<file path="src/rtl/multicycle_control_if.sv">
// Bundle between the multi-cycle sequencer and the datapath: instruction fields
// and status flags in, datapath/memory control strobes out.
interface multicycle_control_if;
  logic [6:0] op;
  logic [2:0] func3;
  logic [6:0] func7;
  logic       alu_zero;
  logic       mem_ready;
  logic       mem_req;
  logic       mem_write;
  logic       adr_src;
  logic       ir_write;
  logic       pc_write;
  logic       reg_write;
  logic [1:0] alu_src_a;
  logic [1:0] alu_src_b;
  logic [2:0] alu_control;
  logic [1:0] imm_source;
  logic [1:0] result_src;
  logic       instr_done;
  logic       illegal;

  modport master (
    input  op, func3, func7, alu_zero, mem_ready,
    output mem_req, mem_write, adr_src, ir_write, pc_write, reg_write,
           alu_src_a, alu_src_b, alu_control, imm_source, result_src,
           instr_done, illegal
  );

  modport slave (
    output op, func3, func7, alu_zero, mem_ready,
    input  mem_req, mem_write, adr_src, ir_write, pc_write, reg_write,
           alu_src_a, alu_src_b, alu_control, imm_source, result_src,
           instr_done, illegal
  );
endinterface

</file>
<file path="src/rtl/multicycle_control.sv">
// Moore sequencer for the multi-cycle RV32I core. Outputs are registered from the
// next state; only ir_write, pc_write and the store-completion pulse follow inputs.
module multicycle_control (
  input  logic                 clk,
  input  logic                 rst_n,
  multicycle_control_if.master bus
);
  typedef enum logic [3:0] {
    FETCH   = 4'd0,
    DECODE  = 4'd1,
    MEM_ADR = 4'd2,
    MEM_RD  = 4'd3,
    MEM_WB  = 4'd4,
    MEM_WR  = 4'd5,
    EXEC_R  = 4'd6,
    EXEC_I  = 4'd7,
    ALU_WB  = 4'd8,
    BEQ     = 4'd9,
    ILLEGAL = 4'd10
  } state_t;

  localparam logic [6:0] OP_LW = 7'b0000011;
  localparam logic [6:0] OP_SW = 7'b0100011;
  localparam logic [6:0] OP_R  = 7'b0110011;
  localparam logic [6:0] OP_I  = 7'b0010011;
  localparam logic [6:0] OP_BR = 7'b1100011;

  localparam logic [2:0] ALU_ADD  = 3'b000;
  localparam logic [2:0] ALU_SUB  = 3'b001;
  localparam logic [2:0] ALU_AND  = 3'b010;
  localparam logic [2:0] ALU_OR   = 3'b011;
  localparam logic [2:0] ALU_SLT  = 3'b101;
  localparam logic [2:0] ALU_NONE = 3'b111;

  function automatic logic [2:0] alu_sel(input logic [2:0] f3, input logic sub_en);
    logic [2:0] sel;
    case (f3)
      3'b000:  sel = sub_en ? ALU_SUB : ALU_ADD;
      3'b010:  sel = ALU_SLT;
      3'b110:  sel = ALU_OR;
      3'b111:  sel = ALU_AND;
      default: sel = ALU_NONE;
    endcase
    return sel;
  endfunction

  function automatic logic r_legal(input logic [6:0] f7, input logic [2:0] f3);
    logic ok;
    case ({f7, f3})
      {7'b0000000, 3'b000}, {7'b0100000, 3'b000}, {7'b0000000, 3'b010},
      {7'b0000000, 3'b110}, {7'b0000000, 3'b111}: ok = 1'b1;
      default: ok = 1'b0;
    endcase
    return ok;
  endfunction

  function automatic logic i_legal(input logic [2:0] f3);
    logic ok;
    case (f3)
      3'b000, 3'b010, 3'b110, 3'b111: ok = 1'b1;
      default: ok = 1'b0;
    endcase
    return ok;
  endfunction

  state_t     state_r, next_state_s;
  logic       store_r;
  logic       fetch_r, fetch_s;
  logic       beq_r, beq_s;
  logic       memwr_r, memwr_s;
  logic       done_r, done_s;
  logic       mem_req_r, mem_req_s;
  logic       mem_write_r, mem_write_s;
  logic       adr_src_r, adr_src_s;
  logic       reg_write_r, reg_write_s;
  logic [1:0] alu_src_a_r, alu_src_a_s;
  logic [1:0] alu_src_b_r, alu_src_b_s;
  logic [2:0] alu_control_r, alu_control_s;
  logic [1:0] imm_source_r, imm_source_s;
  logic [1:0] result_src_r, result_src_s;
  logic       illegal_r, illegal_s;

  // Next-state selection; fetch only advances once its request has been issued.
  always_comb begin
    next_state_s = state_r;
    case (state_r)
      FETCH:   next_state_s = (fetch_r && bus.mem_ready) ? DECODE : FETCH;
      DECODE: begin
        if (bus.op == OP_LW || bus.op == OP_SW) begin
          next_state_s = MEM_ADR;
        end else if (bus.op == OP_R) begin
          next_state_s = r_legal(bus.func7, bus.func3) ? EXEC_R : ILLEGAL;
        end else if (bus.op == OP_I) begin
          next_state_s = i_legal(bus.func3) ? EXEC_I : ILLEGAL;
        end else if (bus.op == OP_BR && bus.func3 == 3'b000) begin
          next_state_s = BEQ;
        end else begin
          next_state_s = ILLEGAL;
        end
      end
      MEM_ADR: next_state_s = store_r ? MEM_WR : MEM_RD;
      MEM_RD:  next_state_s = bus.mem_ready ? MEM_WB : MEM_RD;
      MEM_WR:  next_state_s = bus.mem_ready ? FETCH : MEM_WR;
      EXEC_R:  next_state_s = ALU_WB;
      EXEC_I:  next_state_s = ALU_WB;
      MEM_WB:  next_state_s = FETCH;
      ALU_WB:  next_state_s = FETCH;
      BEQ:     next_state_s = FETCH;
      ILLEGAL: next_state_s = ILLEGAL;
      default: next_state_s = ILLEGAL;
    endcase
  end

  // Output values for the state being entered; MEM_ADR and EXEC are only entered from DECODE.
  always_comb begin
    fetch_s = 1'b0;  beq_s = 1'b0;  memwr_s = 1'b0;  done_s = 1'b0;
    mem_req_s = 1'b0;  mem_write_s = 1'b0;  adr_src_s = 1'b0;  reg_write_s = 1'b0;
    alu_src_a_s = 2'b00;  alu_src_b_s = 2'b00;  alu_control_s = ALU_NONE;
    imm_source_s = 2'b00;  result_src_s = 2'b00;  illegal_s = 1'b0;
    case (next_state_s)
      FETCH: begin
        fetch_s = 1'b1;  mem_req_s = 1'b1;  alu_src_b_s = 2'b10;
        alu_control_s = ALU_ADD;  result_src_s = 2'b10;
      end
      DECODE: begin
        alu_src_a_s = 2'b01;  alu_src_b_s = 2'b01;  imm_source_s = 2'b10;
        alu_control_s = ALU_ADD;
      end
      MEM_ADR: begin
        alu_src_a_s = 2'b10;  alu_src_b_s = 2'b01;  alu_control_s = ALU_ADD;
        imm_source_s = (bus.op == OP_SW) ? 2'b01 : 2'b00;
      end
      MEM_RD: begin
        mem_req_s = 1'b1;  adr_src_s = 1'b1;
      end
      MEM_WB: begin
        result_src_s = 2'b01;  reg_write_s = 1'b1;  done_s = 1'b1;
      end
      MEM_WR: begin
        memwr_s = 1'b1;  mem_req_s = 1'b1;  mem_write_s = 1'b1;  adr_src_s = 1'b1;
      end
      EXEC_R: begin
        alu_src_a_s = 2'b10;  alu_src_b_s = 2'b00;
        alu_control_s = alu_sel(bus.func3, bus.func7 == 7'b0100000);
      end
      EXEC_I: begin
        alu_src_a_s = 2'b10;  alu_src_b_s = 2'b01;  imm_source_s = 2'b00;
        alu_control_s = alu_sel(bus.func3, 1'b0);
      end
      ALU_WB: begin
        result_src_s = 2'b00;  reg_write_s = 1'b1;  done_s = 1'b1;
      end
      BEQ: begin
        beq_s = 1'b1;  alu_src_a_s = 2'b10;  alu_src_b_s = 2'b00;
        alu_control_s = ALU_SUB;  result_src_s = 2'b00;  done_s = 1'b1;
      end
      ILLEGAL: illegal_s = 1'b1;
      default: illegal_s = 1'b1;
    endcase
  end

  // State, latched load/store flavour and registered outputs.
  always_ff @(posedge clk or negedge rst_n) begin
    if (!rst_n) begin
      state_r <= FETCH;  store_r <= 1'b0;
      fetch_r <= 1'b0;  beq_r <= 1'b0;  memwr_r <= 1'b0;  done_r <= 1'b0;
      mem_req_r <= 1'b0;  mem_write_r <= 1'b0;  adr_src_r <= 1'b0;  reg_write_r <= 1'b0;
      alu_src_a_r <= 2'b00;  alu_src_b_r <= 2'b00;  alu_control_r <= ALU_NONE;
      imm_source_r <= 2'b00;  result_src_r <= 2'b00;  illegal_r <= 1'b0;
    end else begin
      state_r <= next_state_s;
      store_r <= (state_r == DECODE) ? (bus.op == OP_SW) : store_r;
      fetch_r <= fetch_s;  beq_r <= beq_s;  memwr_r <= memwr_s;  done_r <= done_s;
      mem_req_r <= mem_req_s;  mem_write_r <= mem_write_s;
      adr_src_r <= adr_src_s;  reg_write_r <= reg_write_s;
      alu_src_a_r <= alu_src_a_s;  alu_src_b_r <= alu_src_b_s;
      alu_control_r <= alu_control_s;  imm_source_r <= imm_source_s;
      result_src_r <= result_src_s;  illegal_r <= illegal_s;
    end
  end

  assign bus.mem_req     = mem_req_r;
  assign bus.mem_write   = mem_write_r;
  assign bus.adr_src     = adr_src_r;
  assign bus.reg_write   = reg_write_r;
  assign bus.alu_src_a   = alu_src_a_r;
  assign bus.alu_src_b   = alu_src_b_r;
  assign bus.alu_control = alu_control_r;
  assign bus.imm_source  = imm_source_r;
  assign bus.result_src  = result_src_r;
  assign bus.illegal     = illegal_r;
  // Handshake-completion strobes; all source flags are cleared by reset.
  assign bus.ir_write    = fetch_r & bus.mem_ready;
  assign bus.pc_write    = (fetch_r & bus.mem_ready) | (beq_r & bus.alu_zero);
  assign bus.instr_done  = done_r | (memwr_r & bus.mem_ready);
endmodule

</file>
<file path="src/flat_wrapper.sv">
// flat-port wrapper written by rule: the top's interface ports become plain ports
module multicycle_control_flat 
  (clk, rst_n, bus_op, bus_func3, bus_func7, bus_alu_zero, bus_mem_ready, bus_mem_req, bus_mem_write, bus_adr_src, bus_ir_write, bus_pc_write, bus_reg_write, bus_alu_src_a, bus_alu_src_b, bus_alu_control, bus_imm_source, bus_result_src, bus_instr_done, bus_illegal);
  multicycle_control_if bus_i ();
  input  logic clk;
  input  logic rst_n;
  input wire logic [$bits(bus_i.op)-1:0] bus_op;
  input wire logic [$bits(bus_i.func3)-1:0] bus_func3;
  input wire logic [$bits(bus_i.func7)-1:0] bus_func7;
  input wire logic [$bits(bus_i.alu_zero)-1:0] bus_alu_zero;
  input wire logic [$bits(bus_i.mem_ready)-1:0] bus_mem_ready;
  output wire logic [$bits(bus_i.mem_req)-1:0] bus_mem_req;
  output wire logic [$bits(bus_i.mem_write)-1:0] bus_mem_write;
  output wire logic [$bits(bus_i.adr_src)-1:0] bus_adr_src;
  output wire logic [$bits(bus_i.ir_write)-1:0] bus_ir_write;
  output wire logic [$bits(bus_i.pc_write)-1:0] bus_pc_write;
  output wire logic [$bits(bus_i.reg_write)-1:0] bus_reg_write;
  output wire logic [$bits(bus_i.alu_src_a)-1:0] bus_alu_src_a;
  output wire logic [$bits(bus_i.alu_src_b)-1:0] bus_alu_src_b;
  output wire logic [$bits(bus_i.alu_control)-1:0] bus_alu_control;
  output wire logic [$bits(bus_i.imm_source)-1:0] bus_imm_source;
  output wire logic [$bits(bus_i.result_src)-1:0] bus_result_src;
  output wire logic [$bits(bus_i.instr_done)-1:0] bus_instr_done;
  output wire logic [$bits(bus_i.illegal)-1:0] bus_illegal;
  assign bus_i.op = bus_op;
  assign bus_i.func3 = bus_func3;
  assign bus_i.func7 = bus_func7;
  assign bus_i.alu_zero = bus_alu_zero;
  assign bus_i.mem_ready = bus_mem_ready;
  assign bus_mem_req = bus_i.mem_req;
  assign bus_mem_write = bus_i.mem_write;
  assign bus_adr_src = bus_i.adr_src;
  assign bus_ir_write = bus_i.ir_write;
  assign bus_pc_write = bus_i.pc_write;
  assign bus_reg_write = bus_i.reg_write;
  assign bus_alu_src_a = bus_i.alu_src_a;
  assign bus_alu_src_b = bus_i.alu_src_b;
  assign bus_alu_control = bus_i.alu_control;
  assign bus_imm_source = bus_i.imm_source;
  assign bus_result_src = bus_i.result_src;
  assign bus_instr_done = bus_i.instr_done;
  assign bus_illegal = bus_i.illegal;
  multicycle_control u_core (.clk(clk), .rst_n(rst_n), .bus(bus_i));
endmodule
</file>
<file path="config.mk">
export PLATFORM = sky130hd
export DESIGN_NAME = multicycle_control_flat
export DESIGN_NICKNAME = d
export VERILOG_FILES = /design/src/rtl/multicycle_control_if.sv /design/src/rtl/multicycle_control.sv /design/src/flat_wrapper.sv
export SDC_FILE = /design/constraint.sdc
export NUM_CORES = 1
export LEC_CHECK = 0
export ABC_CLOCK_PERIOD_IN_PS = 5100
export BUFFER_PORTS_ARGS = -buffer_cell sky130_fd_sc_hd__buf_2
export CAP_MARGIN = 20
export CORE_MARGIN = 10
export CORE_UTILIZATION = 33
export CTS_BUF_LIST = sky130_fd_sc_hd__clkbuf_8
export CTS_CLUSTER_DIAMETER = 60
export DETAILED_ROUTE_END_ITERATION = 16
export GPL_ROUTABILITY_DRIVEN = 0
export GPL_TIMING_DRIVEN = 0
export PLACE_DENSITY_LB_ADDON = 0.3
export SYNTH_ARGS = -nofsm -noshare
export SYNTH_HDL_FRONTEND = slang
export SYNTH_SLANG_ARGS = --single-unit
</file>
<file path="constraint.sdc">
create_clock -name clk -period 5.1 [get_ports clk]
set_input_delay 0.51 -clock clk [delete_from_list [all_inputs] [get_ports clk]]
set_output_delay 0.51 -clock clk [all_outputs]
set_load 0.02 [all_outputs]
</file>
==> results of run 1 <==
-- kinds of logic after synthesis --
family | after synthesis
flip-flops | 23
multiplexers | 2
adder cells (fa/ha/maj) | 1
AND/OR/NAND/NOR | 46
AO/OA/AOI/OAI | 30
buffers and inverters | 10
XOR/XNOR | 1
-- critical path, stage by stage --
cell,delay (ns)
buf_2,0.10
or4_1,0.55
o21ai_1,0.26
nand3_1,0.16
a21oi_2,0.36
inv_2,0.14
nor3_2,0.24
a211o_1,0.17
-- synthesized netlist by cell type, drive strengths merged --
cell     number
dfrtp        20
nor2         10
a21oi         8
and2          5
buf           5
nand2         5
a21o          4
inv           4
nor3          4
o21ai         4
a31oi         3
dfstp         3
a2111oi       2
a211o         2
a211oi        2
mux2i         2
nand2b        2
nand3         2
nand3b        2
nor4b         2
or2           2
or4bb         2
a22oi         1
and3          1
clkbuf        1
maj3          1
nand4b        1
nand4bb       1
nor2b         1
nor3b         1
nor4          1
nor4bb        1
o21a          1
o21bai        1
o22ai         1
o32ai         1
or3           1
or4           1
or4b          1
xnor2         1
-- cell type report --
| type | count | area, µm² |
|---|---|---|
| Fill cell | 335 | 1930 |
| Tap cell | 46 | 57.6 |
| Clock buffer | 3 | 41.3 |
| Sequential cell | 23 | 579 |
| Timing Repair Buffer | 39 | 195 |
| Buffer | 6 | 43.8 |
| Inverter | 4 | 15.0 |
| Clock inverter | 1 | 5.00 |
| Multi-Input combinational cell | 80 | 573 |
-- routing by layer --
layer  track usage, %  part of all wire (%)
met4             5.99                   2.3
met1             11.4                    44
met2             13.5                    43
met5                0                     0
met3             3.45                    11
-- metrics by stage --
step,setup WS [ns],util (%),total power [µW],std cells,hold slack (ns)
after global placement,2.56,42.5,794,198,0.481
after CTS,2.81,43.9,916,202,0.217
after detailed placement,2.55,42.5,799,198,0.500
after global routing,2.62,43.9,979,202,0.239
after floorplan,2.94,-,670,113,0.214
final,2.82,43.9,903,202,0.198
-- state kept, by name, indices dropped and copies added, names as in the netlist --
signal,flops
u_core.beq_r,1
u_core.bus.adr_src,1
u_core.bus.alu_control,3
u_core.bus.alu_src_a,2
u_core.bus.alu_src_b,2
u_core.bus.illegal,1
u_core.bus.imm_source,2
u_core.bus.mem_req,1
u_core.bus.reg_write,1
u_core.bus.result_src,1
u_core.done_r,1
u_core.fetch_r,1
u_core.memwr_r,1
u_core.state_r,4
u_core.store_r,1
-- worst paths after layout --
| kind | start | endpoint | slack [ns] | cells past startpoint |
|---|---|---|---|---|
| worst max-delay path | bus_func7[0] | u_core.bus.alu_src_b[0]$_DFF_PN0_ | 2.82 | 8 |
| worst min register to register | u_core.store_r$_DFFE_PN0P_ | u_core.store_r$_DFFE_PN0P_ | 0.52 | 2 |
| max in group asynchronous | rst_n | u_core.bus.alu_control[0]$_DFF_PN1_ | 4.55 | 1 |
| worst min-delay path | rst_n | u_core.bus.result_src[0]$_DFF_PN0_ | 0.20 | 1 |
| worst max register to register | u_core.state_r[3]$_DFF_PN0_ | u_core.bus.alu_control[1]$_DFF_PN1_ | 2.82 | 8 |
| min in group clk | u_core.store_r$_DFFE_PN0P_ | u_core.store_r$_DFFE_PN0P_ | 0.52 | 2 |
-- power by group through the flow --
stage               logic (µW)  clock network (µW)  registers, µW
floorplan                  342                   0            327
global placement           515                   0            280
detailed placement         519                   0            280
CTS                        521                 117            278
global route               574                 123            283
finish                     515                 111            277
==> results by stage, run 1 <==
GRT:
- The global-route wire length before repair is about 4900 µm.
- The number of global-route vias before repair is 1,050.
- Global routing finished with a remaining overflow of 0.
- The largest net degree at the start of global routing is 24.
- The overall routing resource usage is a little under a tenth.
- The initial antenna violation count is 0.

Logic synthesis:
- During synthesis, Yosys emitted a total of 0 warnings.
- Measured against the total synthesized area, the mux share comes to 1.65%.
- Summing the areas of all fa, ha and maj instances in the mapped netlist gives 0.826% of the synthesized area.
- Summing every instance area after synthesis gives around 1200 µm².
- The sequential cell area fraction in the yosys report is 47.8%.
- The net count after synthesis is ~130.
- The post-synthesis share of cell area spent on and, or, nand and nor gates is approximately a quarter.
- Synthesis handed over a netlist of between 100 and 150 instances.
- The combinational family with the most area after synthesis is simple AND/OR/NAND/NOR gates.
- The portion of synthesized cell area occupied by the leading cell type is between 40% and 50%.
- The count of state elements after synthesis is 23.
- The number of different library cells used by synthesis comes to 51.
- A synthesized cell averages 10.7 µm².
- The fraction of synthesized cell area in xor and xnor cells is 0.723%.
- The cell type with the highest aggregate area in the netlist is dfrtp_1.
- By area the synthesized netlist is led by dfrtp_1 (41%), dfstp_2 (6.5%), and2_1 (2.6%).
- Summing the areas of all compound-gate instances in the mapped netlist gives 19.4% of the synthesized area.

Detailed routing:
- The via density per instance is ~4.9.
- The average routed wire per standard cell is around 14 µm.
- The DRC violation count after routing is 0.
- After the first detailed-routing iteration, the DRC count stood at about 100.
- For this block, the routed nets add up to ~2900 µm of wire.
- For this block, the via count after detailed routing is 999.
- The number of search-and-repair iterations in the first detailed-routing pass is 4.
- The count of antenna-violating nets left after detailed routing is 0.

CTS:
- After clock tree synthesis, the setup repair step added 0 buffers.
- The clock sink total is 23.
- The TritonCTS buffer count is 3.
- The number of cells upsized or downsized after cts is 0.
- In this run the number of H-tree levels came out at 1.
- For the worst-skew pair, the clock arrives at the later sink with an insertion delay of about 0.26 ns.
- No sink is reached through more buffers than the 2 on the longest clock path.
- Clock-pin slew was measured on the worst setup and hold paths at 0.08 ns.
- The cell at the root of the clock tree is clkbuf_8.
- TritonCTS built the clock tree.
- Buffers inserted to repair hold after CTS numbered 0.

Placed design:
- Summed over all nets, the half-perimeter wirelength after detailed placement is approximately 2300 µm.
- Input and output buffers added on the ports amount to 39.
- The placement-stage cell area is about 1500 µm².

Die:
- The number of placement rows is 21.
- The starting density of the core is between 30% and 40%.
- The floorplan step defined a die boundary enclosing roughly 6500 µm².
- The die is slightly above 80 µm wide.
- 40 I/O pins were placed.
- The die height is 80.6 µm.
- The area inside the core boundary is roughly 3400 µm².

Timing:
- The total count of max-transition violations in the final report is 0.
- The final count of hold timing violations is 0.
- For the finished layout, the period the worst path requires is roughly 2.3 ns.
- Dividing the final minimum period by the clock period gives roughly 45%.
- Setup repair after global routing left no endpoint under its margin.
- The actual transition at the worst max-transition pin is 0.591 ns.
- The relative slew slack is around 60%.
- The clock skew after layout is 0.000935 ns.
- The achievable clock frequency is 0.438 GHz.
- The number of endpoints failing setup at the final stage is 0.
- Summed over all failing endpoints, the final setup total negative slack is 0 ns.

Power:
- Dividing total power by cell area gives a power density of ~600 nW/µm².
- The fraction of power spent switching nets is between 40% and 50%.
- In this run the power spent charging and discharging nets is around 390 µW.
- Combinational cells account for a little under three fifths of the total power.
- The share of total power dissipated in the clock network is 12.3%.
- For this design the static power due to leakage is about 0.00075 µW.
- Sequential cells burn about 30% of the power.
- The worst-case IR drop observed on VDD is a little under 0.2 mV.
- Cell internal power was estimated by the tool at just over 500 µW.

Worst setup path:
- For the worst setup path, the data required time is 5.31 ns.
- The critical path data arrival time is about 2.5 ns.
- STA classifies the critical path endpoint as a flip-flop.
- The highest fanout seen on the critical path is 7.
- By startpoint and endpoint, the worst setup path is classified as input pin to flip-flop.
- The worst setup path is launched from an input pin.

Worst hold path:
- The type of the tightest min-delay check is input pin to async pin.

Cells and area:
- Summing all non-filler instances in the final layout gives an area of approximately 1500 µm².
- From synthesis to final layout, the design area changed by 24.7%.
- The library cell used most frequently in the layout, excluding fill and tap cells, is buf_2.
- The number of antenna diodes in the final layout is 0.
- The library cells used most frequently in the layout, excluding fill and tap cells, are buf_2 (41), dfrtp_1 (20), nor2_1 (8).
- The share of cells above drive strength 1 is a little over two fifths.
- In the final design database the tool counted around 180 nets.

Outcome:
- The flow ran to the end, and the final reports show no timing, DRC or antenna violations.

Flow run:
- The reported max-cap violation count is 0.
Note: power is estimated with default switching activity, not from simulation.
==> inputs of run 2 (changes only) <==
- ABC_CLOCK_PERIOD_IN_PS: 5100 -> 1900
- clock period: 5.1 -> 1.9 ns (I/O delays scaled with it)
==> run 2 against run 1 <==
Net effect: total power grew to 3.4 times the previous value; combinational power grew to 3.9 times the previous value; final cell count grew 6.9%; largest power group unchanged; clock power grew to 2.5 times the previous value; the flow now finishes with violations (setup timing); critical path type is now flip-flop to flip-flop; setup slack lost 2.9 ns.
==> results by stage, run 2 (same netlist as run 1, synthesis figures left out) <==
Outcome:
- The flow ran to the end, but the final reports show violations.
- The checks that failed: setup timing.

Die:
- For this design the top-level I/O count stands at 40.
- The number of placement rows is 21.
- The die height is just over 80 µm.
- The floorplan step set the die width to slightly above 80 µm.
- The starting density of the core is 35.2%.
- The region available for standard cell placement spans 3440 µm².
- The floorplan step defined a die boundary enclosing ~6500 µm².

CTS:
- In this run the number of H-tree levels came out at 1.
- The clock slew seen by the registers of the worst setup and hold paths is 0.08 ns.
- Clock tree synthesis selected as its root buffer the cell clkbuf_8.
- The longest clock path from root to sink contains 2 buffers.
- The TritonCTS clock tree is built.
- The number of clock buffers added by TritonCTS is 3.
- The clock sink total is 23.
- The clock insertion delay at the later pin of the skew report is roughly 0.25 ns.

Cells and area:
- Compared with the post-synthesis result, the final layout area differs by 44.8%.
- The flip-flop count of the largest register after layout is 4.
- The filler-free cell count of the finished design is 216.
- In the layout the commonest cells are buf_2 (39), buf_4 (17), dfrtp_1 (16).
- The register with the most flip-flops is u_core.state_r.
- The share of cells above drive strength 1 is a little under three fifths.
- Leaving out fill and tap cells, the most frequent cell in the layout is buf_2.
- Once layout is complete, the utilization of the core stands at between 50% and 60%.
- The total of fill cells in the finished design is ~320.
- The number of antenna diodes is 0.
- The net count reported at finish is around 190.

Detailed routing:
- The DRC violation count after routing is 0.
- The total length of routed wires is roughly 3300 µm.
- The via count is about 1,100.
- The number of search-and-repair iterations in the first detailed-routing pass is 4.
- The uppermost layer routed is met4.
- Dividing the detail-routed via count by the number of cells gives 4.92.
- The violation count after the first detailed-route iteration is 55.
- The count of nets left with antenna violations once routing finished came out at 0.
- In the final routed layout, each cell accounts on average for 15.3 µm.
- Summed over all nets, wire length on met2 after detailed routing comes to 1580 µm.
- Summed over all nets, wire length on met3 after detailed routing comes to 308 µm.
- In the final routing, the length of wire on met1 measures 1390 µm.

Timing:
- For the pin with the worst max-slew slack, the measured transition is around 0.54 ns.
- Setup repair after global routing could not meet its margin everywhere.
- The post-route worst setup slack is -0.0715 ns.
- Setup violations remaining at the end of the flow were counted as 10.
- The final critical path takes up 104% of the cycle.
- The relative slew slack is between 60% and 70%.
- The achievable clock frequency is between 0.5 and 0.6 GHz.
- The total count of max-transition violations in the final report is 0.
- The clock skew after layout is between 0.001 and 0.0015 ns.
- Hold is met by around 0.26 ns.
- Counting I/O delays and the setup requirement, the final critical path takes a little under 2 ns.
- The final count of hold timing violations is 0.

Worst setup path:
- For the worst setup path, the data arrival time is 2.15 ns.
- Data on the critical path is required at its endpoint by roughly 2.1 ns.
- The worst setup path is launched from a flip-flop.
- In this run the worst path has a maximum fanout of 6.
- The worst setup path is captured at a flip-flop.
- The critical path start-end classification is flip-flop to flip-flop.

Placed design:
- Counting tap cells, the placed design contains a total of ~200 instances.
- The count of port buffers added during placement is 39.
- The HPWL after detailed placement is approximately 2300 µm.

Worst hold path:
- The type of the tightest min-delay check is input pin to flip-flop.

GRT:
- The overall routing resource usage is under 10%.
- The global-route wire length before repair is between 4000 and 5000 µm.
- The number of global-route vias before repair is between 1,000 and 1,500.
- The initial antenna violation count is 0.
- The total overflow left after global routing is 0.
- Entering global routing, the biggest net connects 24 pins.

Flow run:
- Across the run, the number of max-cap violations was 0.

Power:
- Summing internal, switching and leakage power gives between 3000 and 4000 µW.
- IR analysis of the VDD net gives a maximum drop of approximately 0.65 mV.
- Dividing total power by cell area gives a power density of between 1500 and 2000 nW/µm².
- The leakage power is roughly 0.00083 µW.
==> run 2: stage by stage <==
stage                     setup WS, ns  setup TNS, ns  instance area (µm²)
final                          -0.0715         -0.470                 1750
after global routing            -0.157          -1.37                 1750
after CTS                       -0.144         -0.910                 1580
after detailed placement        -0.374          -2.89                 1490
after global placement          -0.357          -2.61                 1490
after floorplan                 -0.109         -0.352                 1240
==> run 2: area by class of cell <==
type                    count  area [µm²]  share of cell area (%)
inverters                   4        20.0                    1.14
repair buffers             57         349                    19.9
clock inverters             1        3.75                   0.214
flip-flops and latches     23         584                    33.3
multi-input cells          80         683                    38.9
well taps                  46        57.6                    3.28
plain buffers               2        15.0                   0.856
clock buffers               3        41.3                    2.35
==> run 2: path summary, 6_finish.rpt <==
kind	slack (ns)	from	depth (start not counted)	end
setup / recovery	-0.07	u_core.state_r[2]$_DFF_PN0_	7	u_core.bus.alu_control[0]$_DFF_PN1_
hold / removal	0.26	bus_func3[0]	3	u_core.bus.alu_control[1]$_DFF_PN1_
setup reg to reg	-0.07	u_core.state_r[2]$_DFF_PN0_	7	u_core.bus.alu_control[0]$_DFF_PN1_
hold reg to reg	0.52	u_core.store_r$_DFFE_PN0P_	2	u_core.store_r$_DFFE_PN0P_
max in group asynchronous	1.11	rst_n	2	u_core.state_r[0]$_DFF_PN0_
min in group asynchronous	0.43	rst_n	2	u_core.bus.result_src[0]$_DFF_PN0_
==> run 2: per-layer routing <==
metal  global-route usage (%)  vias up
met5                        0        -
met4                     3.35        0
met3                     3.56        2
met2                     14.9       35
met1                     10.8      498
li1                         -      527
==> run 2: what timing repair did <==
action,4_1_cts,5_1_grt
gates resized for setup,5,20
setup buffers,8,8
endpoints found under the hold margin,20,0
pin swaps,9,7
hold buffers,1,0
endpoints found under the setup margin,13,13
gates cloned,0,1
==> run 2: critical path, stage by stage (launching register included) <==
cell     delay [ns]
dfrtp_2        0.43
buf_4          0.15
or4bb_1        0.55
a31oi_4        0.24
a21o_4         0.16
or2_4          0.15
o21ai_2        0.05
a22oi_1        0.16
==> run 2: power by group <==
group          internal (µW)  total [µW]  switching [µW]
Sequential               697         775            77.6
Clock                    144         282             138
Combinational            961        2020            1060
Total                   1800        3070            1270
